`config.mk`:
```
export PLATFORM = sky130hd
export DESIGN_NAME = hazard_scoreboard
export DESIGN_NICKNAME = d
export VERILOG_FILES = /design/src/rtl/hazard_scoreboard.sv
export SDC_FILE = /design/constraint.sdc
export NUM_CORES = 1
export LEC_CHECK = 0
export BUFFER_PORTS_ARGS = -buffer_cell sky130_fd_sc_hd__buf_2
export CORE_MARGIN = 5
export CORE_UTILIZATION = 40
export DETAILED_ROUTE_END_ITERATION = 6
export HOLD_SLACK_MARGIN = 0.1
export SLEW_MARGIN = 20
export SYNTH_ARGS = -nofsm -noshare
export SYNTH_HDL_FRONTEND = slang
export SYNTH_SLANG_ARGS = --single-unit
```
`constraint.sdc`:
```
create_clock -name clk -period 5.7 [get_ports clk]
set_clock_uncertainty 0.2 [all_clocks]
set_input_delay 0.57 -clock clk [delete_from_list [all_inputs] [get_ports clk]]
set_output_delay 0.57 -clock clk [all_outputs]
set_load 0.01 [all_outputs]
```
`src/rtl/hazard_scoreboard.sv`:
```
// Per-register latency scoreboard for decode: RAW/WAW stall detection,
// flush suppression and a saturating stall-cycle counter.
//
// Ports:
//   clk, clrn                 clock, async active-high reset
//   id_valid, id_flush        ID slot occupancy and squash
//   id_rs/id_rt, id_use_*     source registers and whether they are read
//   id_wreg, id_rn, id_lat    destination write, register, extra latency
//   stall, stall_why, issue   hazard outputs to IF/ID and EXE
//   busy_vec, stall_cnt       per-register busy flags, stall counter
module hazard_scoreboard #(
    parameter int NREG   = 32,
    parameter int AW     = $clog2(NREG),
    parameter int MAXLAT = 4,
    parameter int LW     = $clog2(MAXLAT + 1),
    parameter int CW     = 32
) (
    input  logic            clk,
    input  logic            clrn,
    input  logic            id_valid,
    input  logic [AW-1:0]   id_rs,
    input  logic [AW-1:0]   id_rt,
    input  logic            id_use_rs,
    input  logic            id_use_rt,
    input  logic            id_wreg,
    input  logic [AW-1:0]   id_rn,
    input  logic [LW-1:0]   id_lat,
    input  logic            id_flush,
    output logic            stall,
    output logic [1:0]      stall_why,
    output logic            issue,
    output logic [NREG-1:0] busy_vec,
    output logic [CW-1:0]   stall_cnt
);

    localparam logic [LW-1:0] LMAX = LW'(MAXLAT);

    logic [LW-1:0] r_cnt [NREG];
    logic [CW-1:0] r_stall_cnt;

    logic [LW-1:0] w_lat;
    logic          w_raw_rs;
    logic          w_raw_rt;
    logic          w_waw;
    logic          w_live;

    assign w_lat = (id_lat > LMAX) ? LMAX : id_lat;

    assign w_raw_rs = id_use_rs && (id_rs != '0) && (r_cnt[id_rs] != '0);
    assign w_raw_rt = id_use_rt && (id_rt != '0) && (r_cnt[id_rt] != '0);
    // An older write still pending longer than the new one would
    // land after it and clobber the younger result.
    assign w_waw    = id_wreg && (id_rn != '0) && (r_cnt[id_rn] > w_lat);

    assign w_live = id_valid && !id_flush;
    assign stall  = w_live && (w_raw_rs || w_raw_rt || w_waw);
    assign issue  = w_live && !stall;

    always_comb begin
        stall_why = 2'b00;
        if (stall) begin
            if (w_raw_rs)      stall_why = 2'b01;
            else if (w_raw_rt) stall_why = 2'b10;
            else               stall_why = 2'b11;
        end
    end

    always_comb begin
        busy_vec = '0;
        for (int r = 1; r < NREG; r++) begin
            busy_vec[r] = (r_cnt[r] != '0);
        end
    end

    assign stall_cnt = r_stall_cnt;

    always_ff @(posedge clk or posedge clrn) begin
        if (clrn) begin
            for (int r = 0; r < NREG; r++) begin
                r_cnt[r] <= '0;
            end
        end else begin
            r_cnt[0] <= '0;
            for (int r = 1; r < NREG; r++) begin
                // A new write replaces the countdown outright.
                if (issue && id_wreg && (id_rn == AW'(r))) begin
                    r_cnt[r] <= w_lat;
                end else if (r_cnt[r] != '0) begin
                    r_cnt[r] <= r_cnt[r] - 1'b1;
                end
            end
        end
    end

    always_ff @(posedge clk or posedge clrn) begin
        if (clrn) begin
            r_stall_cnt <= '0;
        end else if (stall && (r_stall_cnt != '1)) begin
            r_stall_cnt <= r_stall_cnt + 1'b1;
        end
    end

endmodule
```
After elaboration in Yosys (flattened, before gate mapping)
Index checks and enable logic that the tools add are counted.
- memories: 0
- bits in registers: 125
- memory bits (writable): 0
- bits in read-only memories: 0
- output and inout port bits: 68
- latch bits: 0
- logic and storage cells: 292
- bits of input ports: 25
- add/subtract/negate cells: 32
- reduce and logical (&&, ||, !) cells: 113
- $mul: 0
- bitwise logic cells: 3
- equal/unequal tests: 32
- muxes and demuxes: 75
- divide/modulo/power cells: 0
- shift operators: 0
- order comparisons: 5
- operator list (operator ; count):
    $mux W3 ; 69
    $reduce_bool A3 Y1 ; 33
    $sub A3 B1 Y3 const B ; 31
    $eq A5 B5 Y1 const B ; 16
    $reduce_bool A2 Y1 ; 31
    $bmux W3 S5 ; 3
    $logic_and A1 B1 Y1 ; 42
    $eq A5 B4 Y1 const B ; 8
    $add A32 B1 Y32 const B ; 1
    $ne A32 B32 Y1 const B ; 1
    $eq A5 B3 Y1 const B ; 4
    $ge A6 B6 Y1 const B ; 3
    $not A5 Y6 ; 3
    $reduce_bool A5 Y1 ; 3
    $eq A5 B2 Y1 const B ; 2
    $eq A5 B1 Y1 const B ; 1
    $mux W2 ; 2
    $gt A3 B3 Y1 ; 1
    $gt A3 B3 Y1 const B ; 1
    $logic_not A1 Y1 ; 2
    $logic_or A1 B1 Y1 ; 2
    $mux W1 ; 1

Logic depth before layout (Yosys ltp)
Gate-level depths: netlist of run 1.
- depth after elaboration: 14
- mapped depth: 17
- mapped depth without buffers: 13

Worst setup path before layout of run 1
No wires, ideal clock.
- kind: input to output
- start point: input port id_rn[0]
- end point: output port stall_why[1]
- required time: 4930 ps
- slack: 1031 ps
- data arrival time: 3899 ps
- cell stages on the path: 13
- buffers on the path: 4
- path through: buf_1 -> clkbuf_1 -> mux4_2 -> mux4_2 -> mux2_2 -> ha_1 -> a21o_1 -> a21oi_1 -> o311a_1 -> buf_6 -> buf_2 -> nor2_1 -> and2_1
- word-level cells in the longest chain between the ends: 9
- elaborated cells on any way between the ends: 11
- classes of those cells: order compare: 1; mux: 4; bitwise: 1; reduce/logical: 5
- ends and longest elaborated chain (item ; line ; source):
    start: declaration ; 26 ; input logic [AW-1:0] id_rn,
    $not A5 Y6 (implied by the code) ; 53 ; assign w_waw = id_wreg && (id_rn != '0) && (r_cnt[id_rn] > w_lat);
    $bmux W3 S5 ; 53 ;
    $mux W3 (implied by the code) (2 in series) ; 53 ;
    $gt A3 B3 Y1 ; 53 ;
    $logic_and A1 B1 Y1 * ; 53 ;
    $logic_or A1 B1 Y1 * ; 56 ; assign stall = w_live && (w_raw_rs || w_raw_rt || w_waw);
    $logic_and A1 B1 Y1 * ; 56 ;
    net stall ; 29 ; output logic stall,
    $mux W2 * ; 61 ; if (stall) begin
    end: declaration ; 30 ; output logic [1:0] stall_why,
The timed path passes the listed nets; every way through them passes the cells marked *. The select of a mux whose other input is x is not followed.

Worst setup path after layout of run 1
- start point: input port id_rn[0]
- end point: output port stall_why[0]
- word-level cells in the longest chain between the ends: 9
- elaborated cells on any way between the ends: 11
- classes of those cells: order compare: 1; mux: 4; bitwise: 1; reduce/logical: 5
- ends and longest elaborated chain (item ; line):
    $not A5 Y6 (implied by the code) ; 53
    $bmux W3 S5 ; 53
    $mux W3 (implied by the code) (2 in series) ; 53
    $gt A3 B3 Y1 ; 53
    $logic_and A1 B1 Y1 * ; 53
    $logic_or A1 B1 Y1 * ; 56
    $logic_and A1 B1 Y1 * ; 56
    $mux W2 * ; 61
Every way passes the cells marked *; elsewhere a longest branch is shown, timed or not. The select of a mux whose other input is x is not followed.

==> flow_summary.toml, run 1 <==
[finish]
final_area_mm2 = 0.0106
final_core_util = 0.466
syn2layout_area_growth_pct = 13.9
final_nets = 1098
mostFrequentLayoutCells = "mux2i_1 (126), dfrtp_1 (125), buf_2 (91)"
drive_gt1_frac = 0.201
final_common_cell = "mux2i_1"

[grt]
met3_usage = 0.0428
first_global_vias = 7234
use_met1 = 0.264
grt_max_degree = 71
grt-ovfl-total = 0
antenna_found_initial = 2
grt_pass1_wl_um = 39900
grt.total_usage = 0.190
grtUsageMet2 = 0.301
top_usage_layer = "met2"

[place]
dp_hpwl_um = 18400
port-buffer-count = 91
gp_congestion = 0.984
dpl_cell_area_mm2 = 0.0100

[pwr]
total_power_uw = 5260
power.switching_uw = 2220
p_comb_frac = 0.456
p_per_area_mw_per_mm2 = 496
power.share.clock = 0.199
internal-power_uw = 3040
p_sw_frac = 0.422
ir_drop_mv = 0.268
seq_power_share = 0.345
p_leak_uw = 0.00528

[route]
routed_wl_um = 24800
wl_per_cell_um = 18.6
drtIter0Drc = 467
ant_nets = 0
via_count = 7336
viasPerCell = 5.50
drt_pass1_iterations = 7
drcViolationCount = 0

[synthesis]
avgSynthCellArea_um2 = 10.1
synth_top_area_cell = "dfrtp_1"
ys_seq_elements = 125
yosysSeqAreaShare = 0.336
syn_inst = 926
synth_flop_cell = "dfrtp_1"
syn_area_mm2 = 0.00931
synth_cell_type_count = 59
synthTopCellsByArea = "dfrtp_1 (34%), mux2i_1 (14%), ha_1 (8.9%)"
synth_edf_count = 0
synth.top_cell.area_share = 0.336
yosysWarningCount = 0
syn_nets = 1017
async_flop_share = 1.00

[die]
die_area_mm2 = 0.0264
core_area_mm2 = 0.0228
die_w_um = 163
initial_core_util = 0.409
io_pins = 93
die_height_um = 163
rows = 55

[critical_path]
reg2reg_depth = 10
rr_endpoint = "stall_cnt[1]$_DFFE_PP0P_"
worst_setup_path_start_kind = "input pin"
timing.reg2reg.setup_slack_ps = 1700
cp_max_fo = 30
cp_data_required_time_ps = 4930
critPathCapture = "stall_why[0]"
end_kind = "output port"
worstSetupStartpoint = "id_rn[0]"
arrival_ps = 4150
critical_path_class = "in2out"
rr_startpoint = "r_cnt[13]$_DFFE_PP0P_"

[clock_tree]
cts-root-buf = "clkbuf_16"
cts_buffer_depth = 2
htree_levels = 4
worstSkewPairLatency_ps = 420
cts_resized = 0
cts_buffers = 17
cts.sinks = 125
clk_pin_slew_ps = 60
tritoncts = "yes"

[status]
status = "finished clean"

[sta]
slew_headroom = 0.375
period_share = 0.864
hold_viol = 0
fin_tns_setup_ps = 0
fmax_mhz = 203
fin_crit_ps = 4920
max_slew.worst_pin.slew_ps = 938
finalSetupViolCount = 0
rsz0062_at_grt = "false"
maxSlewViolCount = 0

[hold_path]
hold_path_class = "reg2reg"

[flow_run]
cap_violations = 0
[state kept, by name (all words and copies together) (netlist names)]
signal and count:
stall_cnt 32, r_cnt 93
[synth_stat cells, types with 27 or more instances]
master / number
inv_1: 74
nand2b_1: 41
xor2_1: 27
mux4_2: 28
nor3_1: 47
mux2i_1: 126
nor2_1: 52
nand2_1: 60
ha_1: 66
o21ai_0: 42
dfrtp_1: 125
xnor2_1: 35
[critical path: stages]
cell and delay [ps]:
buf_2 620, mux4_2 610, mux4_2 500, mux2_2 280, ha_1 300, a21o_1 110
a21oi_1 70, o311a_4 510, a311oi_1 360, buf_2 200
[metrics by stage]
step / cells / setup slack [ps] / hold WS [ps]
after global placement: 1300 / 873 / 265
after CTS: 1333 / 787 / 294
after detailed placement: 1300 / 787 / 284
after floorplan: 926 / 1030 / 315
after global routing: 1333 / 604 / 315
final: 1334 / 776 / 294
[repair_timing]
item | 4_1_cts | 5_1_grt
hold buffers | 1 | 0
setup buffers | 0 | 0
hold endpoints to repair | 14 | 0
[cell type report]
cell class	count	area (um^2)
inverters	75	284
clock inverters	15	138
repair buffers	100	526
multi-input cells	688	5720
diodes	1	2.50
well taps	313	392
flip-flops and latches	125	3130
clock buffers	17	425
fillers	2149	12200
[how the worst min path moves through the flow]
| stage | from | to | slack, ps | cells after the start |
|---|---|---|---|---|
| final | stall_cnt[20]$_DFFE_PP0P_ | stall_cnt[20]$_DFFE_PP0P_ | 290 | 1 |
| after global routing | stall_cnt[20]$_DFFE_PP0P_ | stall_cnt[20]$_DFFE_PP0P_ | 310 | 1 |
| after CTS | stall_cnt[29]$_DFFE_PP0P_ | stall_cnt[29]$_DFFE_PP0P_ | 290 | 1 |
| after detailed placement | stall_cnt[29]$_DFFE_PP0P_ | stall_cnt[29]$_DFFE_PP0P_ | 280 | 1 |
| after global placement | stall_cnt[20]$_DFFE_PP0P_ | stall_cnt[20]$_DFFE_PP0P_ | 260 | 1 |
| after floorplan | stall_cnt[29]$_DFFE_PP0P_ | stall_cnt[29]$_DFFE_PP0P_ | 310 | 1 |
[power by group through the flow]
stage	sequential (uW)	combinational, uW	clock (uW)
detailed placement	1810	2420	0
CTS	1800	2440	1080
finish	1820	2400	1050
floorplan	1620	1930	0
global route	1870	2740	1120
global placement	1810	2340	0
[logic make-up (layout without fill, tap and decap cells)]
| group | count (synthesis) | after routing | synth area share |
|---|---|---|---|
| mux | 160 | 160 | 0.210 |
| fa+ha+maj | 66 | 66 | 0.0887 |
| simple gates | 310 | 310 | 0.193 |
| compound gates | 89 | 89 | 0.0619 |
| flops | 125 | 125 | 0.336 |
| buf+inv | 113 | 207 | 0.0517 |
| xor+xnor | 62 | 62 | 0.0583 |
| other cells | 1 | 2 | 0.000403 |
[metal layers]
metal  part of all wire  routed length (um)
met4              0.019                 484
met3              0.058                1450
met2               0.46               11400
met1               0.46               11500
met5             0.0011                  27
Note: power is estimated with default switching activity, not from simulation.
==> run 2, diff against run 1 <==
- BUFFER_PORTS_ARGS: -buffer_cell sky130_fd_sc_hd__buf_2 -> unset
- DONT_BUFFER_PORTS: unset -> 1
- GPL_TIMING_DRIVEN: unset -> 0
==> flow_summary.toml, run 2 (synthesized netlist as in run 1, its figures left out) <==
[critical_path]
max_stage_delay_ps = 650
cpMostUsedCell = "mux4_2"
cp_data_required_time_ps = 4930
crit_chain = "buf_1 > clkbuf_1 > mux4_2 > mux4_2 > mux2_2 > ha_1 > a21o_1 > a21oi_1 > o311a_1 > buf_6 > buf_2 > a311oi_1"
end_kind = "output port"
critical_path_class = "in2out"
rr_endpoint = "r_cnt[4]$_DFFE_PP0P_"
path_buf_inv = 4
rr_startpoint = "r_cnt[46]$_DFFE_PP0P_"
arrival_ps = 4660
timing.reg2reg.setup_slack_ps = 1950
crit_slowest_cell = "buf_1"
cp_max_fo = 10
critPathTopFamily = "buffers and inverters"
worst_setup_path_start_kind = "input pin"
reg2reg_depth = 11

[pwr]
ir_drop_mv = 0.258
power.share.clock = 0.209
p_comb_frac = 0.445
p_per_area_mw_per_mm2 = 507
power.switching_uw = 2210
p_leak_uw = 0.00501
total_power_uw = 5240
seq_power_share = 0.346
p_sw_frac = 0.422
internal-power_uw = 3030

[sta]
maxSlewViolCount = 0
finalSetupViolCount = 0
hold_viol = 0
max_slew.worst_pin.slew_ps = 1010
rsz0062_at_grt = "false"
fmax_mhz = 184
period_share = 0.953
fin_crit_ps = 5430
hold_slack_ps = 210
slew_headroom = 0.328

[die]
core_area_mm2 = 0.0228
io_pins = 93
rows = 55
die_area_mm2 = 0.0264
die_w_um = 163
initial_core_util = 0.409
die_height_um = 163

[finish]
final_nets = 1038
drive_gt1_frac = 0.131
regArea_mm2 = 0.00313
antenna_cells = 0
final_cells = 1273
largest_register_ff_count = 93
final_common_cell = "mux2i_1"
syn2layout_area_growth_pct = 11.1
final_area_mm2 = 0.0103
largest-register = "r_cnt"
mostFrequentLayoutCells = "mux2i_1 (126), dfrtp_1 (125), inv_1 (73)"
multi_input_area_mm2 = 0.00571
fill_cells = 2162

[place]
gp_congestion = 0.960
dp.cells = 1240
dp_hpwl_um = 19700
dpl_cell_area_mm2 = 0.00974
port-buffer-count = 0

[route]
drcViolationCount = 0
drt_pass1_iterations = 5
wl_per_cell_um = 20.4
routed_wl_um = 26000
ant_nets = 0
via_count = 7127
drtIter0Drc = 468
viasPerCell = 5.60

[grt]
grt.total_usage = 0.199
antenna_found_initial = 0
grt-ovfl-total = 0
grt_max_degree = 64
grt_pass1_wl_um = 40600
first_global_vias = 6964

[status]
status = "finished clean"

[hold_path]
hold_path_class = "in2reg"
hold_end = "r_cnt[92]$_DFFE_PP0P_"
hp-start = "id_lat[2]"
holdPathStages = 2

[clock_tree]
clk_pin_slew_ps = 60
htree_levels = 4
worstSkewPairLatency_ps = 430
cts.sinks = 125
cts_buffers = 17
cts-root-buf = "clkbuf_16"
tritoncts = "yes"
cts_buffer_depth = 2
cts_setup_buffers = 0

[flow_run]
cap_violations = 0
-- run 2: changes by cell type in the layout (fill, tap and decap cells not counted), sizes merged --
cell / before / now
clkbuf: 17 / 34
bufinv: 1 / 2
diode: 1 / 0
clkinv: 7 / 5
clkinvlp: 3 / 4
buf: 99 / 22
-- run 2: routing by layer --
layer	track usage	share of wire
met2	0.300	0.45
met3	0.0671	0.087
met1	0.268	0.43
met4	0.0663	0.028
met5	0	0
-- run 2: metrics by stage --
stage / utilization / worst slack [ps] / TNS (ps)
6_report: 0.454 / 267 / 0
5_1_grt: 0.454 / 56.3 / 0
4_1_cts: 0.454 / 156 / 0
3_5_place_dp: 0.428 / 137 / 0
3_3_place_gp: 0.426 / -53.4 / -5580
2_1_floorplan: - / 1030 / 0
-- run 2: power groups by stage --
stage,Clock (uW),Combinational [uW],Sequential (uW)
after floorplan,0,1930,1620
after global placement,0,2270,1800
after detailed placement,0,2350,1810
after CTS,1120,2360,1800
after global routing,1160,2670,1880
final,1100,2330,1810
-- run 2: worst register-to-register path, delay by kind of cell, from the launching register on --
kind	cells	cell delay (ps)
multiplexers	4	1460
AO/OA/AOI/OAI	3	590
flip-flops	1	440
buffers and inverters	2	440
adder cells (fa/ha/maj)	1	310
AND/OR/NAND/NOR	1	170
-- run 2: what timing repair did --
| action | in CTS | in global routing |
|---|---|---|
| gates resized for setup | 0 | 1 |
| hold endpoints to repair | 62 | 0 |
| hold buffers | 1 | 0 |
| setup endpoints to repair | 0 | 1 |
-- run 2: worst max-delay path by stage --
| stage | from | endpoint | slack [ps] | cells past startpoint |
|---|---|---|---|---|
| after floorplan | id_rn[0] | stall_why[1] | 1030 | 13 |
| after global placement | clrn | r_cnt[8]$_DFFE_PP0P_ | -50 | 1 |
| after detailed placement | id_rn[1] | stall_why[0] | 140 | 12 |
| after CTS | id_rn[1] | stall_why[0] | 160 | 12 |
| after global routing | id_rn[0] | stall_why[0] | 60 | 12 |
| final | id_rn[0] | stall_why[0] | 270 | 12 |
-- run 2: cell type report --
type	instances	share of cell area
buffer	38	0.0195
multi-input combinational	688	0.552
inverter	75	0.0279
clock inverter	15	0.0156
sequential	125	0.302
tap	313	0.0379
clock buffer	17	0.0411
timing repair buffer	2	0.00363
